**config.mk**
```make
export PLATFORM = sky130hd
export DESIGN_NAME = sevenseg_capture_flat
export DESIGN_NICKNAME = d
export VERILOG_FILES = /design/src/rtl/sevenseg_capture_if.sv /design/src/rtl/sevenseg_capture.sv /design/src/flat_wrapper.sv
export SDC_FILE = /design/constraint.sdc
export NUM_CORES = 1
export LEC_CHECK = 0
export CAP_MARGIN = 20
export CORE_MARGIN = 8
export CORE_UTILIZATION = 45
export CTS_CLUSTER_DIAMETER = 100
export DETAILED_ROUTE_END_ITERATION = 6
export HOLD_SLACK_MARGIN = 0.03
export PLACE_DENSITY = 0.7
export SKIP_CTS_REPAIR_TIMING = 1
export SYNTH_ARGS = -nofsm -noshare
export SYNTH_HDL_FRONTEND = slang
export SYNTH_SLANG_ARGS = --single-unit
```
**constraint.sdc**
```tcl
create_clock -name Clock -period 3.5 [get_ports Clock]
set_input_delay 0.875 -clock Clock [delete_from_list [all_inputs] [get_ports Clock]]
set_output_delay 0.875 -clock Clock [all_outputs]
set_load 0.02 [all_outputs]
```
**src/rtl/sevenseg_capture_if.sv**
```systemverilog
// -----------------------------------------------------------------------------
// sevenseg_capture_if
//   Output handshake bundle of the 7-segment capture block.
//   master : drives frame, frame_err, valid, overrun; samples ready
//   slave  : consumer side; samples the frame and drives ready
// Ports / signals
//   frame      4*NUM_DIGITS  decoded frame, digit k at frame[4k+3:4k]
//   frame_err  1             frame contains an undecodable pattern
//   valid      1             frame/frame_err valid, held while !ready
//   ready      1             consumer accepts when valid && ready
//   overrun    1             sticky: a completed frame was dropped
// -----------------------------------------------------------------------------
interface sevenseg_capture_if #(
    parameter int NUM_DIGITS = 4
) ();
    logic [4*NUM_DIGITS-1:0] frame;
    logic                    frame_err;
    logic                    valid;
    logic                    ready;
    logic                    overrun;

    modport master (output frame, output frame_err, output valid, output overrun,
                    input  ready);
    modport slave  (input  frame, input  frame_err, input  valid, input  overrun,
                    output ready);
endinterface

```
**src/rtl/sevenseg_capture.sv**
```systemverilog
// -----------------------------------------------------------------------------
// sevenseg_capture
//   Receive side of a multiplexed 7-segment display. Samples the segment
//   lines and digit enables, filters glitches, decodes each stable pattern to
//   a hex nibble and assembles one nibble per digit into a frame that is
//   offered on a valid/ready handshake.
// Ports
//   Clock     in   single clock, posedge
//   nReset    in   synchronous active-low reset
//   seg       in   [6:0] segments {g,f,e,d,c,b,a}
//   digit_en  in   [NUM_DIGITS-1:0] digit enables (one-hot to capture)
//   out_if    master modport of sevenseg_capture_if (frame/err/valid/ready/overrun)
//   err_count out  [7:0] saturating error counter (only with macro below)
// Optional feature
//   SEVENSEG_CAPTURE_ERRCNT_EN : adds err_count, counting undecodable
//   captures and out-of-order digits.
// -----------------------------------------------------------------------------
module sevenseg_capture #(
    parameter int NUM_DIGITS    = 4,
    parameter int STABLE_CYCLES = 3,
    parameter bit SEG_ACT_LOW   = 1'b0
) (
    input  logic                  Clock,
    input  logic                  nReset,
    input  logic [6:0]            seg,
    input  logic [NUM_DIGITS-1:0] digit_en,
    sevenseg_capture_if.master    out_if
`ifdef SEVENSEG_CAPTURE_ERRCNT_EN
    ,
    output logic [7:0]            err_count
`endif
);
    localparam int CW = $clog2(STABLE_CYCLES + 1);
    localparam int IW = (NUM_DIGITS > 1) ? $clog2(NUM_DIGITS) : 1;
    localparam int FW = 4 * NUM_DIGITS;

    typedef enum logic {HUNT, COLLECT} state_t;

    // Returns {undecodable, nibble}; unknown patterns give nibble 0.
    function automatic logic [4:0] decode(input logic [6:0] p);
        case (p)
            7'h3F: decode = 5'h00;  7'h06: decode = 5'h01;
            7'h5B: decode = 5'h02;  7'h4F: decode = 5'h03;
            7'h66: decode = 5'h04;  7'h6D: decode = 5'h05;
            7'h7D: decode = 5'h06;  7'h07: decode = 5'h07;
            7'h7F: decode = 5'h08;  7'h6F: decode = 5'h09;
            7'h77: decode = 5'h0A;  7'h7C: decode = 5'h0B;
            7'h39: decode = 5'h0C;  7'h5E: decode = 5'h0D;
            7'h79: decode = 5'h0E;  7'h71: decode = 5'h0F;
            default: decode = 5'h10;
        endcase
    endfunction

    // ---------------- input stage and stability filter ----------------
    logic [6:0]            seg_q, seg_prev_q;
    logic [NUM_DIGITS-1:0] den_q, den_prev_q;
    logic [CW-1:0]         cnt_q, cnt_d;
    logic                  done_q, done_d;
    logic                  same, one_hot, cap_evt;

    always_ff @(posedge Clock) begin
        if (!nReset) begin
            seg_q      <= '0;
            den_q      <= '0;
            seg_prev_q <= '0;
            den_prev_q <= '0;
            cnt_q      <= '0;
            done_q     <= 1'b0;
        end else begin
            seg_q      <= SEG_ACT_LOW ? ~seg : seg;
            den_q      <= SEG_ACT_LOW ? ~digit_en : digit_en;
            seg_prev_q <= seg_q;
            den_prev_q <= den_q;
            cnt_q      <= cnt_d;
            done_q     <= done_d;
        end
    end

    always_comb begin
        same    = ({seg_q, den_q} == {seg_prev_q, den_prev_q});
        one_hot = (den_q != '0) && ((den_q & (den_q - 1'b1)) == '0);
        cnt_d   = '0;
        if (same)
            cnt_d = (cnt_q == CW'(STABLE_CYCLES)) ? cnt_q : cnt_q + CW'(1);
        // The saturating counter already blocks a second event; done_q makes
        // the one-shot explicit until the sample changes.
        cap_evt = same && (cnt_q == CW'(STABLE_CYCLES - 1)) && one_hot && !done_q;
        done_d  = same && (done_q || cap_evt);
    end

    logic [IW-1:0] dig_idx;
    always_comb begin
        dig_idx = '0;
        for (int k = 0; k < NUM_DIGITS; k++)
            if (den_q[k]) dig_idx = IW'(k);
    end

    logic [4:0] dec;
    logic [3:0] nib;
    logic       nib_err;
    assign dec     = decode(seg_q);
    assign nib     = dec[3:0];
    assign nib_err = dec[4];

    // ---------------- frame assembly FSM ----------------
    state_t        state_q, state_d;
    logic [IW-1:0] next_q, next_d;
    logic [FW-1:0] asm_q, asm_d;
    logic          asm_err_q, asm_err_d;
    logic          complete, out_of_order;

    always_ff @(posedge Clock) begin
        if (!nReset) begin
            state_q   <= HUNT;
            next_q    <= '0;
            asm_q     <= '0;
            asm_err_q <= 1'b0;
        end else begin
            state_q   <= state_d;
            next_q    <= next_d;
            asm_q     <= asm_d;
            asm_err_q <= asm_err_d;
        end
    end

    always_comb begin
        state_d      = state_q;
        next_d       = next_q;
        asm_d        = asm_q;
        asm_err_d    = asm_err_q;
        complete     = 1'b0;
        out_of_order = 1'b0;
        if (cap_evt) begin
            if (dig_idx == '0) begin
                // Digit 0 always (re)starts a frame, in either state.
                asm_d[3:0] = nib;
                asm_err_d  = nib_err;
                next_d     = IW'(1);
                if (NUM_DIGITS == 1) begin
                    complete = 1'b1;
                    state_d  = HUNT;
                end else begin
                    state_d  = COLLECT;
                end
            end else if (state_q == COLLECT) begin
                if (dig_idx == next_q) begin
                    asm_d[int'(dig_idx)*4 +: 4] = nib;
                    asm_err_d = asm_err_q | nib_err;
                    next_d    = next_q + IW'(1);
                    if (dig_idx == IW'(NUM_DIGITS - 1)) begin
                        complete = 1'b1;
                        state_d  = HUNT;
                    end
                end else begin
                    out_of_order = 1'b1;
                    state_d      = HUNT;
                end
            end
        end
    end

    // ---------------- output register and handshake ----------------
    logic [FW-1:0] frame_q;
    logic          frame_err_q, valid_q, overrun_q;

    always_ff @(posedge Clock) begin
        if (!nReset) begin
            frame_q     <= '0;
            frame_err_q <= 1'b0;
            valid_q     <= 1'b0;
            overrun_q   <= 1'b0;
        end else if (complete && (!valid_q || out_if.ready)) begin
            // Slot free or being retired this cycle: load the new frame.
            frame_q     <= asm_d;
            frame_err_q <= asm_err_d;
            valid_q     <= 1'b1;
        end else begin
            if (valid_q && out_if.ready) valid_q <= 1'b0;
            if (complete) overrun_q <= 1'b1;
        end
    end

    assign out_if.frame     = frame_q;
    assign out_if.frame_err = frame_err_q;
    assign out_if.valid     = valid_q;
    assign out_if.overrun   = overrun_q;

`ifdef SEVENSEG_CAPTURE_ERRCNT_EN
    logic [7:0] errcnt_q, errcnt_d;
    logic [8:0] errcnt_sum;

    always_comb begin
        errcnt_sum = {1'b0, errcnt_q} + 9'(cap_evt && nib_err) + 9'(out_of_order);
        errcnt_d   = errcnt_sum[8] ? 8'hFF : errcnt_sum[7:0];
    end

    always_ff @(posedge Clock) begin
        if (!nReset) errcnt_q <= '0;
        else         errcnt_q <= errcnt_d;
    end

    assign err_count = errcnt_q;
`endif

endmodule
```
**src/flat_wrapper.sv**
```systemverilog
// flat-port wrapper written by rule: the top's interface ports become plain ports
module sevenseg_capture_flat 
#(
    parameter int NUM_DIGITS    = 4,
    parameter int STABLE_CYCLES = 3,
    parameter bit SEG_ACT_LOW   = 1'b0
)
  (Clock, nReset, seg, digit_en, out_if_frame, out_if_frame_err, out_if_valid, out_if_overrun, out_if_ready);
  sevenseg_capture_if #(.NUM_DIGITS(NUM_DIGITS)) out_if_i ();
  input  logic Clock;
  input  logic nReset;
  input  logic [6:0] seg;
  input  logic [NUM_DIGITS-1:0] digit_en;
  output wire logic [$bits(out_if_i.frame)-1:0] out_if_frame;
  output wire logic [$bits(out_if_i.frame_err)-1:0] out_if_frame_err;
  output wire logic [$bits(out_if_i.valid)-1:0] out_if_valid;
  output wire logic [$bits(out_if_i.overrun)-1:0] out_if_overrun;
  input wire logic [$bits(out_if_i.ready)-1:0] out_if_ready;
  assign out_if_frame = out_if_i.frame;
  assign out_if_frame_err = out_if_i.frame_err;
  assign out_if_valid = out_if_i.valid;
  assign out_if_overrun = out_if_i.overrun;
  assign out_if_i.ready = out_if_ready;
  sevenseg_capture #(.NUM_DIGITS(NUM_DIGITS), .STABLE_CYCLES(STABLE_CYCLES), .SEG_ACT_LOW(SEG_ACT_LOW)) u_core (.Clock(Clock), .nReset(nReset), .seg(seg), .digit_en(digit_en), .out_if(out_if_i));
endmodule
```
# After elaboration in Yosys (flattened, before gate mapping)
# Cells that the tools add are included.
dict set report word_totals {
  regBits 64
  output_inout_bits 19
  wordCells 92
}
dict set report op_classes {
  n_addsub 4
  eq_ne 21
  shifts 2
  muxes 28
  bitwise 3
  n_reduce_logical 20
}
# cell count
set op_table {}
lappend op_table {{7-bit equality test, second input constant} 12}
lappend op_table {{5-bit one-hot mux with 16 select lines} 1}
lappend op_table {{16-bit two-way mux} 3}
lappend op_table {{4-bit negator with 33-bit output} 1}
lappend op_table {{4-bit by 33-bit variable shift with 16-bit output, first input constant} 1}
lappend op_table {{4-bit by 33-bit variable part select with 16-bit output} 1}
lappend op_table {{16-bit bitwise mux} 1}
lappend op_table {{1-bit two-way mux} 16}
lappend op_table {{7-bit by 3-bit equality test with 1-bit output, second input constant} 2}
lappend op_table {{7-bit by 6-bit equality test with 1-bit output, second input constant} 2}
lappend op_table {{12-bit two-way mux} 1}
lappend op_table {{11-bit equality test} 1}
lappend op_table {{2-bit two-way mux} 5}
lappend op_table {{1-bit logical AND} 7}
lappend op_table {{2-bit equality test, second input constant} 3}
lappend op_table {{2-bit nonzero test} 3}
lappend op_table {{2-bit by 1-bit adder with 2-bit output, second input constant} 2}
lappend op_table {{4-bit bitwise AND} 1}
lappend op_table {{4-bit zero test} 1}
lappend op_table {{4-bit two-way mux} 1}
lappend op_table {{2-bit AND reduction} 2}
lappend op_table {{4-bit nonzero test} 1}
lappend op_table {{4-bit by 1-bit subtractor with 4-bit output, second input constant} 1}
lappend op_table {{3-bit AND reduction} 1}
lappend op_table {{other kinds (6)} 8}

# Depth between registers and ports, before layout
dict set report depth {
  depth_word 12
  mapped_depth 11
}

# Least setup slack after synthesis
# OpenSTA, ideal clock, no wires.
dict set report synth_timing {
  kind {register to register}
  from {reg u_core.den_q[2]}
  to {reg u_core.frame_q[14], in the netlist u_core.out_if.frame[14]}
  arrival_ps 2289
  path_slack_ps 1089
  path_stages_with_launch 9
  synth_period_minus_slack_ps 2411
  path_cell_list {dfxtp_1 buf_6 or4b_1 o311ai_1 or4b_1 buf_6 nor4_4 mux2i_1 a21oi_2}
}
dict set report synth_via {
  elab_chain_len 9
  elab_cells_between_ends 28
  classes_between {add/sub (2); eq/ne (3); shift (2); mux (12); bitwise (1); reduce/logical (8)}
}
# element line
set synth_lines {}
lappend synth_lines {{start, declared} sevenseg_capture.sv:56} ;# logic [NUM_DIGITS-1:0] den_q, den_prev_q;
lappend synth_lines {{start signal, assigned} sevenseg_capture.sv:71} ;# den_q <= SEG_ACT_LOW ? ~digit_en : digit_en;
lappend synth_lines {{2-bit two-way mux (2 in a row)} sevenseg_capture.sv:95} ;# if (den_q[k]) dig_idx = IW'(k);
lappend synth_lines {{4-bit negator with 33-bit output or 2-bit equality test (tied branches)} {sevenseg_capture.sv:147, sevenseg_capture.sv:150}}
lappend synth_lines {{4-bit by 33-bit variable part select with 16-bit output (tied with other cells)} sevenseg_capture.sv:147} ;# asm_d[int'(dig_idx)*4 +: 4] = nib;
lappend synth_lines {{16-bit bitwise mux or 1-bit two-way mux (tied branches)} {sevenseg_capture.sv:147, sevenseg_capture.sv:146}}
lappend synth_lines {{16-bit two-way mux or 1-bit two-way mux (tied branches)} {sevenseg_capture.sv:146, sevenseg_capture.sv:145}}
lappend synth_lines {{16-bit two-way mux or 1-bit two-way mux (tied branches)} {sevenseg_capture.sv:145, sevenseg_capture.sv:134}}
lappend synth_lines {{12-bit two-way mux or 1-bit two-way mux (tied branches)} {sevenseg_capture.sv:134, sevenseg_capture.sv:133}}
lappend synth_lines {{16-bit two-way mux or 1-bit logical AND (tied branches)} {sevenseg_capture.sv:133, sevenseg_capture.sv:172}}
lappend synth_lines {{end signal, assigned} sevenseg_capture.sv:174} ;# frame_q <= asm_d;
lappend synth_lines {{end, declared} sevenseg_capture.sv:163} ;# logic [FW-1:0] frame_q;
# Parallel ways exist; a longest one is shown, timed or not.
# A chain may end at the register's enable or synchronous reset.

# Final worst setup path
# Ends and elaborated chain as after synthesis.

==> impl_metrics.csv <==
group,metric,value,unit
status,status,"finished clean",
critical_path,crit_top_cell,"or4b_1",
timing,worst_slack,0.580,ns
timing,final-max-slew-violation-count,0,
synth,synth_area,0.00307,mm²
die,num_rows,30,
timing,tightest_slew,0.840,ns
synth,synthDistinctLibCells,48,
synth,ys_seq_area_share,41.8,%
cts,numCtsBuffers,9,
cts,max-clock-path-buffers,2,
die,fp.dieW,98.6,µm
detailed_routing,top_layer,"met4",
min_path,holdCritPathClass,"reg2reg",
timing,finalSetupTns,0,ns
detailed_routing,drt_pass1_iterations,4,
placement,io_buffers,32,
critical_path,end_kind,"flop",
synth,netlist_instances,335,
final_layout,final_core_util,53.5,%
global_routing,grt_use_total,13.9,%
global_routing,antenna_found_initial,0,
die,die_h,98.6,µm
detailed_routing,routedWlPerCell,14.6,µm
global_routing,grt.overflow.total,0,
synth,ys_warn_count,0,
power,power_density,424,mW/mm²
critical_path,critical_path_arrival,3.15,ns
detailed_routing,drtAntennaViolNets,0,
critical_path,crit_chain,"or4b_1 -> o311ai_1 -> or4b_1 -> nor4_4 -> mux2i_1 -> a21oi_2",
detailed_routing,vias,2352,
detailed_routing,drc,0,
synth,syn_avg_cell_area,9.15,µm²
critical_path,slowest_delay,0.82,ns
synth,synth_ff_type,"dfxtp_1",
detailed_routing,wl_met3,267,µm
synth,synth_edf_count,0,
timing,grt_setup_unrepaired,"no",
die,ios,33,
placement,place_ws,0.601,ns
final_layout,diodes,0,
timing,fin_hold_ws,0.467,ns
global_routing,first_global_vias,2324,
detailed_routing,wl_met1,3.09,mm
critical_path,critPathTopFamily,"simple AND/OR/NAND/NOR gates",
power,leakage,1.24,nW
global_routing,grt_max_degree,43,
timing,finalCritPeriodShare,83.4,%
detailed_routing,wl,6.45,mm
placement,dpl.hpwl,4.36,mm
critical_path,slowest_stage,"or4b_1",
final_layout,n_fill_cell,623,
cts,cts_tree,"built",
cts,cts.sinks,64,
cts,root_buffer,"clkbuf_8",
timing,relSlewSlack,43.6,%
die,initial_core_util,45.9,%
synth,ys_ff_latch,64,
timing,fmax,0.342,GHz
timing,finalHoldViolCount,0,
cts,path_clk_slew,0.08,ns
critical_path,startpoint_type,"flop",
detailed_routing,vias_per_cell,5.31,
die,die-area,0.00971,mm²
timing,setup_viol,0,
die,core,0.00668,mm²
global_routing,grt_pass1_wl,11.0,mm
critical_path,crit_type,"reg2reg",
cts,htreeDepth,3,
final_layout,drive_gt1_share,13.8,%
synth,synth-async-reset-ratio,0,%
final_layout,area_delta_synth_final,16.6,%
critical_path,cp_num_buf_inv,0,
run,maxCapViolations,0,
final_layout,final_nets,380,
critical_path,path_max_fanout,14,
detailed_routing,wl_met2,3.00,mm
final_layout,final_area,0.00357,mm²
power,peakVddDrop,0.258,mV
cts,clock_latency,0.34,ns
synth,syn-num-nets,357,
timing,fin_crit,2.92,ns
timing,finalClockSkew,0.0104,ns
detailed_routing,drt_iter0_markers,163,
critical_path,critPathRequiredTime,3.73,ns
placement,postPlaceCellArea,0.00336,mm²
placement,gp_routability_congestion,0.812,
==> cells by family after synthesis <==
kind of cell / share of synthesized area, %
compound gates: 15.0
xor+xnor: 4.86
fa+ha+maj: 3.26
buf+inv: 6.28
flops: 41.8
mux: 3.92
simple gates: 24.9
==> flip-flops by register name, indices dropped and copies added (netlist names) <==
signal,flops
u_core.state_q,1
u_core.cnt_q,2
u_core.out_if.frame_err,1
u_core.den_q,4
u_core.done_q,1
u_core.seg_prev_q,7
u_core.next_q,2
u_core.out_if.frame,16
u_core.seg_q,7
u_core.asm_err_q,1
u_core.out_if.valid,1
u_core.den_prev_q,4
u_core.out_if.overrun,1
u_core.asm_q,16
==> area by class of cell <==
class | instances | area [µm²] | area share [%]
Sequential cell | 64 | 1280 | 35.8
Clock buffer | 10 | 138 | 3.85
Tap cell | 80 | 100 | 2.80
Multi-Input combinational cell | 236 | 1590 | 44.6
Clock inverter | 6 | 67.6 | 1.89
Inverter | 10 | 37.5 | 1.05
Timing Repair Buffer | 37 | 358 | 10.0
==> layout by cell type (no fill, tap or decap), types with 5 or more instances in the layout <==
master            n
dfxtp_1          64
nand2_1          15
mux2i_1          12
and2_1           21
clkdlybuf4s50_1  32
clkbuf_8         10
inv_1             9
a21oi_2          14
buf_4             5
ha_1              8
xnor2_1          15
nor3_1            8
nor2_1           33
a21oi_1          19
nand3_1          10
o21ai_0          18
==> through the flow <==
stage / instances / power [mW]
after global placement: 426 / 0.885
after floorplan: 335 / 0.856
after CTS: 442 / 1.53
after detailed placement: 426 / 0.887
final: 443 / 1.51
after global routing: 443 / 1.58
==> layer usage <==
layer | vias to the layer above | GRT usage [%]
met2 | 43 | 21.9
met3 | 6 | 5.29
li1 | 1205 | -
met4 | 0 | 4.84
met1 | 1098 | 16.9
met5 | - | 0
==> Yosys cell counts (all sizes together) (3+ instances only) <==
| master | number | area share, % |
|---|---|---|
| or3 | 3 | 0.61 |
| or2 | 4 | 0.82 |
| nor2 | 33 | 4.0 |
| nor4 | 7 | 2.9 |
| mux2i | 12 | 3.9 |
| nand4 | 4 | 0.82 |
| dfxtp | 64 | 42 |
| nand2b | 3 | 0.61 |
| nand3 | 10 | 1.6 |
| nand2 | 15 | 1.8 |
| a21oi | 33 | 7.1 |
| o22ai | 4 | 0.82 |
| inv | 9 | 1.1 |
| a211oi | 4 | 0.98 |
| ha | 8 | 3.3 |
| o21ai | 18 | 2.9 |
| nor3 | 9 | 1.8 |
| and2 | 21 | 4.3 |
| xnor2 | 15 | 4.3 |
| clkbuf | 16 | 2.0 |
| or3b | 3 | 0.86 |
| nor3b | 4 | 0.98 |
| or4b | 6 | 2.0 |
| buf | 8 | 2.5 |
==> worst min-delay path, stage by stage (launching register included) <==
cell	delay (ns)
dfxtp_1	0.32
nand2_1	0.05
o31ai_1	0.05
==> report_power, final <==
group | total [mW] | internal (mW) | switching [mW]
clock network | 0.643 | 0.350 | 0.293
logic | 0.106 | 0.0518 | 0.0539
registers | 0.766 | 0.740 | 0.0257
total | 1.51 | 1.14 | 0.373
==> path summary, 6_finish.rpt <==
| path | from | slack [ns] | cells after the start | to |
|---|---|---|---|---|
| max | u_core.den_q[2]$_SDFF_PN0_ | 0.58 | 6 | u_core.out_if.frame[14]$_SDFFE_PN0P_ |
| max reg2reg | u_core.den_q[2]$_SDFF_PN0_ | 0.58 | 6 | u_core.out_if.frame[14]$_SDFFE_PN0P_ |
| min reg2reg | u_core.out_if.overrun$_SDFFE_PN0P_ | 0.47 | 2 | u_core.out_if.overrun$_SDFFE_PN0P_ |
| min | u_core.out_if.overrun$_SDFFE_PN0P_ | 0.47 | 2 | u_core.out_if.overrun$_SDFFE_PN0P_ |
Note: power is estimated with default switching activity, not from simulation.
